==> src/rtl/dmem_bridge.sv <==
// Bridges the memory-stage load/store port onto a single-outstanding request/response bus,
// stalling the pipeline until the access completes or is aborted by the timeout.
module dmem_bridge #(
  parameter int unsigned TIMEOUT = 255
) (
  input  logic        i_clk,
  input  logic        i_rst,
  input  logic [31:0] i_dmem_addr,
  input  logic        i_dmem_ren,
  input  logic        i_dmem_wen,
  input  logic [31:0] i_dmem_wdata,
  input  logic [3:0]  i_dmem_mask,
  output logic [31:0] o_dmem_rdata,
  output logic        o_stall,
  output logic        o_err,
  output logic        o_bus_req,
  input  logic        i_bus_gnt,
  output logic        o_bus_we,
  output logic [31:0] o_bus_addr,
  output logic [31:0] o_bus_wdata,
  output logic [3:0]  o_bus_mask,
  input  logic        i_bus_rvalid,
  input  logic [31:0] i_bus_rdata
);

  typedef enum logic [1:0] {IDLE, REQ, WAIT, DONE} state_t;

  localparam logic [15:0] TMO_LAST = 16'(TIMEOUT - 1);

  state_t      state, state_nxt;
  logic [15:0] tmo_cnt;
  logic [29:0] addr_q;
  logic [31:0] wdata_q;
  logic [3:0]  mask_q;
  logic        we_q;
  logic        err_q;
  logic [31:0] rdata_q;
  logic        request;
  logic        tmo_hit;
  logic        addr_lsb_unused;

  // Byte offset is irrelevant on a word bus; lanes are selected by the mask.
  assign addr_lsb_unused = ^i_dmem_addr[1:0];

  assign request = i_dmem_ren | (i_dmem_wen & (|i_dmem_mask));
  assign tmo_hit = (tmo_cnt == TMO_LAST);

  always_comb begin
    state_nxt = state;
    case (state)
      IDLE: if (request) state_nxt = REQ;
      REQ: begin
        if (tmo_hit)        state_nxt = DONE;
        else if (i_bus_gnt) state_nxt = WAIT;
      end
      WAIT: begin
        if (i_bus_rvalid || tmo_hit) state_nxt = DONE;
      end
      DONE:    state_nxt = IDLE;
      default: state_nxt = IDLE;
    endcase
  end

  // A response arriving on the final allowed cycle takes priority over the abort.
  always_ff @(posedge i_clk) begin
    if (i_rst) begin
      state   <= IDLE;
      tmo_cnt <= 16'd0;
      addr_q  <= 30'd0;
      wdata_q <= 32'd0;
      mask_q  <= 4'd0;
      we_q    <= 1'b0;
      err_q   <= 1'b0;
      rdata_q <= 32'd0;
    end else begin
      state <= state_nxt;
      case (state)
        IDLE: begin
          if (request) begin
            addr_q  <= i_dmem_addr[31:2];
            wdata_q <= i_dmem_wdata;
            mask_q  <= i_dmem_mask;
            we_q    <= i_dmem_wen;
            tmo_cnt <= 16'd0;
            err_q   <= 1'b0;
          end
        end
        REQ: begin
          tmo_cnt <= tmo_cnt + 16'd1;
          if (tmo_hit) begin
            err_q   <= 1'b1;
            rdata_q <= 32'd0;
          end
        end
        WAIT: begin
          tmo_cnt <= tmo_cnt + 16'd1;
          if (i_bus_rvalid) begin
            if (!we_q) rdata_q <= i_bus_rdata;
          end else if (tmo_hit) begin
            err_q   <= 1'b1;
            rdata_q <= 32'd0;
          end
        end
        DONE:    err_q <= 1'b0;
        default: err_q <= 1'b0;
      endcase
    end
  end

  assign o_stall      = !i_rst && (((state == IDLE) && request) || (state == REQ) || (state == WAIT));
  assign o_err        = (state == DONE) && err_q;
  assign o_bus_req    = (state == REQ);
  assign o_bus_we     = we_q;
  assign o_bus_addr   = {addr_q, 2'b00};
  assign o_bus_wdata  = wdata_q;
  assign o_bus_mask   = mask_q;
  assign o_dmem_rdata = rdata_q;

endmodule

==> config.mk <==
export PLATFORM = sky130hd
export DESIGN_NAME = dmem_bridge
export DESIGN_NICKNAME = d
export VERILOG_FILES = /design/src/rtl/dmem_bridge.sv
export SDC_FILE = /design/constraint.sdc
export NUM_CORES = 1
export LEC_CHECK = 0
export CAP_MARGIN = 25
export CORE_ASPECT_RATIO = 0.75
export CORE_MARGIN = 4
export CORE_UTILIZATION = 37
export DETAILED_ROUTE_END_ITERATION = 7
export HOLD_SLACK_MARGIN = 0.03
export PLACE_DENSITY_LB_ADDON = 0.1
export SKIP_LAST_GASP = 1
export SLEW_MARGIN = 40
export SYNTH_ARGS = -nofsm -noshare
export SYNTH_HDL_FRONTEND = slang
export SYNTH_SLANG_ARGS = --single-unit
export TNS_END_PERCENT = 50
==> constraint.sdc <==
create_clock -name i_clk -period 2 [get_ports i_clk]
set_clock_uncertainty 0.1 [all_clocks]
set_input_delay 0.3 -clock i_clk [delete_from_list [all_inputs] [get_ports i_clk]]
set_output_delay 0.3 -clock i_clk [all_outputs]
set_load 0.01 [all_outputs]
==> results.yml, run 1 <==
run_status:
  status: "finished with violations"
  violations: "setup timing"
layout:
  final_cells: 889
  nets: 833
  final_cell_area_um2: 7380
  n_antenna_cell: 0
  drive_gt1_share_pct: 11.2
  syn2layout_area_growth_pct: 70.2
routing:
  drt_iter0_markers: 206
  num_vias: 4214
  avgRoutedWirePerCell_um: 15.4
  vias_per_cell: 4.74
  firstDrtPassIters: 6
  drcViolationCount: 0
  antenna_left: 0
  wl_mm: 13.7
cts:
  htreeDepth: 4
  cts_sinks: 118
  cts_buffer_depth: 2
  clockRootBuffer: "clkbuf_16"
  cts_buffers: 17
  cts_tree: "yes"
  ctsHoldBuffers: 0
  clk_latency_ns: 0.40
  clkTransAtPathRegs_ns: 0.05
sta:
  hold_viol_final: 0
  slew_violations: 0
  fmax_mhz: 491
  rsz0062_at_grt: "true"
  finalSetupViolations: 19
  worstMarginPinSlew_ns: 0.552
  period_minus_slack_ns: 2.03
  period_share_pct: 102
  setup_slack_ns: -0.0349
  maxSlewHeadroom_pct: 62.9
floorplan:
  die_x_um: 133
  fp.dieH_um: 102
  start_util_pct: 38.8
  core_um2: 11200
  io_pins: 210
  rows: 33
  die_area_um2: 13500
synth:
  synthDistinctLibCells: 39
  yosysWarningCount: 0
  synth-seq-area-share_pct: 54.4
  syn_area_per_cell_um2: 8.86
  synth_edf_count: 0
  synth-main-ff-cell: "dfxtp_1"
  async_flop_share_pct: 0
  synthCells: 490
  syn_area_um2: 4340
  ys_ff_latch: 118
min_path:
  whs_endpoint: "o_dmem_rdata[30]"
  min_from: "i_rst"
  hold_depth: 2
  min_path_type: "in -> reg"
pwr:
  max-vdd-ir-drop_mv: 0.782
  power.density_nw_per_um2: 1240
  power.switching_w: 0.00283
  p_leak_nw: 2.91
  seq_power_share_pct: 32.8
  p_clk_share_pct: 32.7
  switching_share_pct: 31.0
  combPwrFrac_pct: 34.5
  p_int_w: 0.00631
worst_setup_path:
  path_cells: "inv_1 > buf_4 > ha_2 > nand2_2 > a21oi_1 > clkdlybuf4s15_1"
  critPathTopFamily: "buffers and inverters"
  cpMaxStageDelayCell: "dfxtp_2"
  cp_max_fo: 6
  crit_buf_inv: 3
  r2r_setup_slack_ns: -0.02
  reg2reg_from: "tmo_cnt[15]"
  setup.worst_path.end_class: "output pin"
  crit_required_ns: 1.60
  worstSetupStartpointType: "flop"
  slowest_delay_ns: 0.32
  cp_data_arrival_time_ns: 1.63
  r2r.worst_path.cells: 6
  crit_type: "reg -> out"
  r2r_end: "o_dmem_rdata[31]"
placed_design:
  placed_area_um2: 6710
  place_inst: 852
  detailed_place_hpwl_mm: 9.77
  gp_congestion: 0.785
  port_buffers: 205
global_routing:
  antenna_found_initial: 0
  grt_max_degree: 68
  grt_first_pass_wirelength_mm: 21.7
  grt_pass1_vias: 4294
  grt_usage_pct: 20.0
  grt_overflow: 0
flow_run:
  drv_cap: 0
[worst max-delay path by stage]
stage	start	endpoint	slack, ns	cells after the start
after floorplan	tmo_cnt[11]	o_dmem_rdata[0]	0.13	6
after global placement	i_dmem_mask[3]	o_stall	-0.35	6
after detailed placement	i_dmem_mask[3]	o_bus_wdata[29]	-0.39	8
after CTS	state[0]	o_stall	-0.13	6
after global routing	state[0]	o_stall	-0.14	6
final	state[0]	o_stall	-0.03	6
[cell usage after synthesis (all sizes together), types with 4 or more instances]
library cell / instances / share of area [%]
a21oi: 73 / 8.4
a22o: 31 / 6.3
and3: 4 / 0.58
buf: 12 / 1.9
clkbuf: 20 / 1.7
dfxtp: 118 / 54
ha: 7 / 2.0
inv: 4 / 0.35
nand2: 143 / 12
nand3: 7 / 0.81
nand4: 4 / 0.58
nor2: 21 / 1.8
nor3: 4 / 0.58
xor2: 12 / 2.4
[kinds of logic after synthesis]
kind of cell | count (synthesis) | share of synthesized area [%]
AND/OR/NAND/NOR | 195 | 19.0
AO/OA/AOI/OAI | 118 | 17.4
flip-flops | 118 | 54.4
buffers and inverters | 36 | 3.95
XOR/XNOR | 14 | 2.83
adder cells (fa/ha/maj) | 7 | 2.02
other | 1 | 0.0864
multiplexers | 1 | 0.231
[placed cells by master (no fill, tap or decap), types with 7 or more instances in the layout]
cell type	instances
xor2_1	12
buf_4	32
nand2_1	142
clkinv_2	7
clkdlybuf4s50_1	199
a22o_1	31
nor2_1	20
clkbuf_16	17
dfxtp_1	115
a21oi_1	73
nand3_1	7
[final cells by class]
| type | count | area, um2 |
|---|---|---|
| well taps | 157 | 196 |
| inverters | 4 | 15.0 |
| fillers | 932 | 3810 |
| repair buffers | 242 | 2390 |
| clock buffers | 20 | 447 |
| clock inverters | 11 | 133 |
| flip-flops and latches | 118 | 2370 |
| multi-input cells | 337 | 1840 |
[registers in the layout, summed over array words and instances (netlist names)]
signal	cells
addr_q	30
err_q	1
o_bus_mask	4
o_bus_wdata	32
o_bus_we	1
o_dmem_rdata	32
state	2
tmo_cnt	16
[per-stage QoR]
step | TNS (ns) | utilization (%) | setup WS [ns] | hold slack (ns) | total power (W)
after floorplan | 0 | - | 0.127 | 0.333 | 0.00451
after global placement | -30.67 | 59.8 | -0.355 | 0.342 | 0.00606
after detailed placement | -26.00 | 60.0 | -0.392 | 0.346 | 0.00617
after CTS | -2.50 | 65.7 | -0.127 | 0.0872 | 0.00921
after global routing | -1.99 | 66.0 | -0.140 | 0.106 | 0.00965
final | -0.228 | 66.0 | -0.0349 | 0.0979 | 0.00915
[power groups by stage]
stage	Clock [W]	Sequential [W]	Combinational (W)
final	0.00299	0.00300	0.00315
after global routing	0.00316	0.00306	0.00343
after CTS	0.00304	0.00300	0.00317
after detailed placement	0	0.00304	0.00313
after global placement	0	0.00303	0.00303
after floorplan	0	0.00324	0.00128
[layer usage]
metal | global-route usage (%) | wire, um | vias to the layer above
met2 | 33.3 | 6540 | 137
met5 | 0 | 0 | -
met1 | 23.9 | 5820 | 1941
met3 | 7.15 | 980 | 27
met4 | 8.07 | 342 | 0
li1 | - | - | 2109
[timing repair]
action,4_1_cts,5_1_grt
setup endpoints to repair,22,55
gates resized for setup,8,7
buffers inserted,4,2
pin swaps,4,5
cloned,1,0
Note: power is estimated with default switching activity, not from simulation.
==> run 2, diff against run 1 <==
--- a/config.mk
+++ b/config.mk
@@ -8,9 +8,11 @@
 export CAP_MARGIN = 25
 export CORE_ASPECT_RATIO = 0.75
 export CORE_MARGIN = 4
-export CORE_UTILIZATION = 37
+export CORE_UTILIZATION = 38
+export CTS_BUF_LIST = sky130_fd_sc_hd__clkbuf_2 sky130_fd_sc_hd__clkbuf_4 sky130_fd_sc_hd__clkbuf_8
 export DETAILED_ROUTE_END_ITERATION = 7
-export HOLD_SLACK_MARGIN = 0.03
+export GPL_TIMING_DRIVEN = 0
+export HOLD_SLACK_MARGIN = 0.15
 export PLACE_DENSITY_LB_ADDON = 0.1
 export SKIP_LAST_GASP = 1
 export SLEW_MARGIN = 40
==> run 2 against run 1 <==
The run still ends with setup timing left. Worst hold slack better by 0.12 ns. Total power down 6.4%. Critical path type is now in -> out. Fmax down 0.46%. Die area down 2.4%.
==> results.yml, run 2 (synthesis results as in run 1) <==
run_status:
  status: "finished with violations"
  violations: "setup timing"
cts:
  cts_buffers: 17
  cts_sinks: 118
  clk_latency_ns: 0.43
  ctsHoldBuffers: 0
  cts_tree: "yes"
  htreeDepth: 4
  clockRootBuffer: "clkbuf_8"
  cts_buffer_depth: 2
  clkTransAtPathRegs_ns: 0.06
sta:
  worstMarginPinSlew_ns: 0.619
  slew_violations: 0
  setup_slack_ns: -0.0444
  period_share_pct: 102
  maxSlewHeadroom_pct: 58.8
  hold_viol_final: 0
  period_minus_slack_ns: 2.04
  finalSetupViolations: 32
  rsz0062_at_grt: "true"
  fmax_mhz: 489
min_path:
  min_path_type: "in -> reg"
placed_design:
  gp_congestion: 0.809
  port_buffers: 205
  place_ws_ns: -1.05
  detailed_place_hpwl_mm: 10.2
worst_setup_path:
  crit_type: "in -> out"
  crit_required_ns: 1.60
  r2r.worst_path.cells: 6
  setup.worst_path.end_class: "output pin"
  r2r_setup_slack_ns: -0.03
  worstSetupStartpointType: "input pin"
  endpoint: "o_stall"
  cp_max_fo: 10
  r2r_end: "o_dmem_rdata[22]"
  reg2reg_from: "tmo_cnt[11]"
  crit_start: "i_dmem_mask[3]"
  cp_data_arrival_time_ns: 1.64
routing:
  wl_mm: 13.6
  antenna_left: 0
  num_vias: 4208
  avgRoutedWirePerCell_um: 15.6
  vias_per_cell: 4.82
  drcViolationCount: 0
  drt_iter0_markers: 156
  firstDrtPassIters: 4
layout:
  final_util_pct: 64.8
  mostFrequentLayoutCells: "199 x clkdlybuf4s50_1, 142 x nand2_1, 116 x dfxtp_1"
  layout_commonest_cell: "clkdlybuf4s50_1"
  drive_gt1_share_pct: 9.69
  n_antenna_cell: 0
  syn2layout_area_growth_pct: 64.6
  nets: 835
flow_run:
  drv_cap: 0
floorplan:
  die_x_um: 131
  io_pins: 210
  die_area_um2: 13200
  fp.dieH_um: 101
  rows: 33
  core_um2: 11000
  start_util_pct: 39.4
global_routing:
  grt_first_pass_wirelength_mm: 21.1
  grt_usage_pct: 19.9
  grt_overflow: 0
  antenna_found_initial: 0
  grt_pass1_vias: 4171
  grt_max_degree: 17
pwr:
  p_leak_nw: 2.78
  max-vdd-ir-drop_mv: 0.557
  power.density_nw_per_um2: 1200
==> run 2: power breakdown <==
part,switching [W],internal (W)
logic,0.00155,0.00146
registers,0.000249,0.00279
clock network,0.000915,0.00160
total,0.00272,0.00585
==> run 2: worst min-delay path by stage <==
stage | from | endpoint | slack (ns) | depth (start not counted)
6_report | i_dmem_mask[1] | o_bus_mask[1] | 0.22 | 3
5_1_grt | i_dmem_mask[0] | o_bus_mask[0] | 0.22 | 3
4_1_cts | i_dmem_mask[2] | o_bus_mask[2] | 0.19 | 3
3_5_place_dp | o_bus_wdata[30] | o_bus_wdata[30] | 0.35 | 2
3_3_place_gp | o_bus_wdata[13] | o_bus_wdata[13] | 0.34 | 2
2_1_floorplan | i_bus_rdata[0] | o_dmem_rdata[0] | 0.33 | 1
==> run 2: repair_timing <==
| item | in CTS | in global routing |
|---|---|---|
| resized for setup | 23 | 18 |
| pin swaps | 2 | 1 |
| setup buffers | 2 | 3 |
| cloned | 0 | 3 |
| endpoints found under the hold margin | 0 | 0 |
| setup endpoints to repair | 78 | 99 |
==> run 2: area by class of cell <==
type                            count  area [um2]
Inverter                            4        15.0
Multi-Input combinational cell    337        1840
Clock buffer                       22         290
Buffer                             31         170
Tap cell                          140         175
Timing Repair Buffer              213        2110
Clock inverter                      8         171
Fill cell                         902        3880
Sequential cell                   118        2370
==> run 2: worst max-delay path, stage by stage <==
cell             delay, ns
clkdlybuf4s50_1       0.47
o41ai_4               0.26
nand2b_1              0.12
nand2_2               0.08
clkbuf_8              0.16
a21oi_1               0.07
buf_2                 0.17
==> run 2: per-layer routing <==
layer / track usage (%) / up-vias / wire, um
li1: - / 2111 / -
met1: 24.6 / 1943 / 6150
met2: 32.3 / 141 / 6320
met3: 8.38 / 13 / 986
met4: 5.57 / 0 / 161
met5: 0 / - / 0
==> run 2: stage by stage <==
stage          std cells  hold WS (ns)  total power [W]  area [um2]  setup TNS, ns
3_5_place_dp         836         0.347          0.00599        6570         -43.61
6_report             873         0.221          0.00857        7140         -0.622
4_1_cts              868         0.194          0.00862        7070          -1.06
3_3_place_gp         836         0.341          0.00590        6570         -39.67
5_1_grt              873         0.218          0.00905        7140          -3.40
2_1_floorplan        491         0.333          0.00451        4340              0
==> run 3, diff against run 2 <==
--- a/config.mk
+++ b/config.mk
@@ -7,13 +7,13 @@
 export LEC_CHECK = 0
 export CAP_MARGIN = 25
 export CORE_ASPECT_RATIO = 0.75
-export CORE_MARGIN = 4
 export CORE_UTILIZATION = 38
 export CTS_BUF_LIST = sky130_fd_sc_hd__clkbuf_2 sky130_fd_sc_hd__clkbuf_4 sky130_fd_sc_hd__clkbuf_8
 export DETAILED_ROUTE_END_ITERATION = 7
 export GPL_TIMING_DRIVEN = 0
 export HOLD_SLACK_MARGIN = 0.15
 export PLACE_DENSITY_LB_ADDON = 0.1
+export SETUP_SLACK_MARGIN = 0.05
 export SKIP_LAST_GASP = 1
 export SLEW_MARGIN = 40
 export SYNTH_ARGS = -nofsm -noshare
==> run 3 against run 2 <==
The flow finishes with violations (DRC, setup timing). Register-to-register slack improved by 0.02 ns. Non-clock buffer count rose by 4. Wire length shrank 1.5%. Worst hold slack worse by 0.017 ns. Count of clock-buffer cells in the layout decreased by 2. Largest cell class unchanged.
==> results.yml, run 3 (synthesis results as in run 1) <==
pwr:
  p_leak_nw: 2.77
  max-vdd-ir-drop_mv: 0.470
  fin_total_pwr_w: 0.00823
  power.density_nw_per_um2: 1160
layout:
  syn2layout_area_growth_pct: 64.1
  final_cells: 880
  n_fill_cell: 937
  nets: 839
  drive_gt1_share_pct: 11.0
  layout_commonest_cell: "clkdlybuf4s50_1"
  mostFrequentLayoutCells: "199 x clkdlybuf4s50_1, 142 x nand2_1, 114 x dfxtp_1"
routing:
  firstDrtPassIters: 6
  vias_per_cell: 4.83
  avgRoutedWirePerCell_um: 15.2
  antenna_left: 0
  wl_mm: 13.4
  num_vias: 4252
  drt_iter0_markers: 214
  drcViolationCount: 17
worst_setup_path:
  crit_type: "in -> out"
  r2r_end: "o_dmem_rdata[21]"
  cp_data_arrival_time_ns: 1.65
  path_cells: "clkdlybuf4s50_1 > o41ai_4 > nand2b_1 > nand2_2 > clkbuf_8 > a21oi_1 > buf_2"
  cpMaxStageDelayCell: "clkdlybuf4s50_1"
  cp_max_fo: 10
  r2r.worst_path.cells: 7
  crit_required_ns: 1.60
  worstSetupStartpointType: "input pin"
  slowest_delay_ns: 0.47
  setup.worst_path.end_class: "output pin"
  reg2reg_from: "state[0]"
  r2r_setup_slack_ns: -0.01
sta:
  worstMarginPinSlew_ns: 0.593
  fmax_mhz: 487
  period_share_pct: 103
  slew_violations: 0
  maxSlewHeadroom_pct: 60.2
  finalHoldWorstSlack_ns: 0.204
  setup_slack_ns: -0.0519
  period_minus_slack_ns: 2.05
  hold_viol_final: 0
  rsz0062_at_grt: "true"
  finalSetupViolations: 8
cts:
  cts_buffers: 17
  ctsHoldBuffers: 0
  clockRootBuffer: "clkbuf_8"
  cts_sinks: 118
  cts_tree: "yes"
  clk_latency_ns: 0.43
  htreeDepth: 4
  clkTransAtPathRegs_ns: 0.07
  cts_buffer_depth: 2
floorplan:
  die_area_um2: 11900
  start_util_pct: 39.4
  core_um2: 11000
  io_pins: 210
  rows: 33
  fp.dieH_um: 94.5
  die_x_um: 125
run_status:
  violations: "DRC, setup timing"
  status: "finished with violations"
placed_design:
  place_ws_ns: -1.07
  port_buffers: 205
  gp_congestion: 0.765
  detailed_place_hpwl_mm: 9.74
  place_inst: 836
flow_run:
  drv_cap: 0
global_routing:
  grt_first_pass_wirelength_mm: 21.3
  grt_max_degree: 17
  grt_usage_pct: 23.1
  grt_pass1_vias: 4297
  grt_overflow: 0
  antenna_found_initial: 1
min_path:
  whs_endpoint: "o_bus_mask[3]"
  min_path_type: "in -> reg"
  hold_depth: 3
  min_from: "i_dmem_mask[3]"
## run 3: final cells by class
type | count | area, um2 | area share [%]
sequential | 118 | 2370 | 33.3
buffer | 32 | 178 | 2.50
multi-input combinational | 337 | 1870 | 26.2
timing repair buffer | 216 | 2120 | 29.8
tap | 140 | 175 | 2.46
clock buffer | 20 | 263 | 3.69
inverter | 4 | 15.0 | 0.211
antenna | 1 | 2.50 | 0.0351
clock inverter | 12 | 130 | 1.83
## run 3: critical path: cells and delay by family
| family | cells | cell delay [ns] |
|---|---|---|
| buffers and inverters | 3 | 0.79 |
| AO/OA/AOI/OAI | 2 | 0.35 |
| AND/OR/NAND/NOR | 2 | 0.21 |
## run 3: per-layer routing
metal | vias to the layer above | wire (um) | global-route usage (%)
li1 | 2124 | - | -
met1 | 1949 | 5860 | 27.9
met2 | 151 | 6280 | 38.3
met3 | 28 | 913 | 6.74
met4 | 0 | 354 | 11.1
met5 | - | 0 | 0
## run 3: power by group
part / switching (W) / internal (W)
Combinational: 0.00159 / 0.00148
Sequential: 0.000254 / 0.00279
Clock: 0.000968 / 0.00116
## run 3: worst max-delay path by stage
stage / start / endpoint / slack, ns / cells past startpoint
floorplan: tmo_cnt[11] / o_dmem_rdata[0] / 0.13 / 6
global placement: i_dmem_mask[3] / o_stall / -1.04 / 7
detailed placement: i_dmem_mask[0] / o_stall / -1.07 / 7
CTS: i_dmem_mask[0] / o_stall / -0.08 / 7
global route: state[0] / o_dmem_rdata[15] / -0.13 / 7
finish: i_dmem_mask[0] / o_stall / -0.05 / 7
## run 3: what timing repair did
| item | 4_1_cts | 5_1_grt |
|---|---|---|
| gates resized for setup | 34 | 8 |
| setup buffers | 8 | 3 |
| cloned | 2 | 0 |
| setup endpoints to repair | 96 | 75 |
| pin swaps | 4 | 3 |
## run 3: per-stage QoR
stage                     setup TNS (ns)  utilization, %  instance area [um2]
final                            -0.0812            64.6                 7120
after CTS                          -1.91            64.3                 7090
after global placement            -41.06            59.6                 6570
after floorplan                        0               -                 4340
after detailed placement          -44.92            59.6                 6570
after global routing               -3.28            64.6                 7120
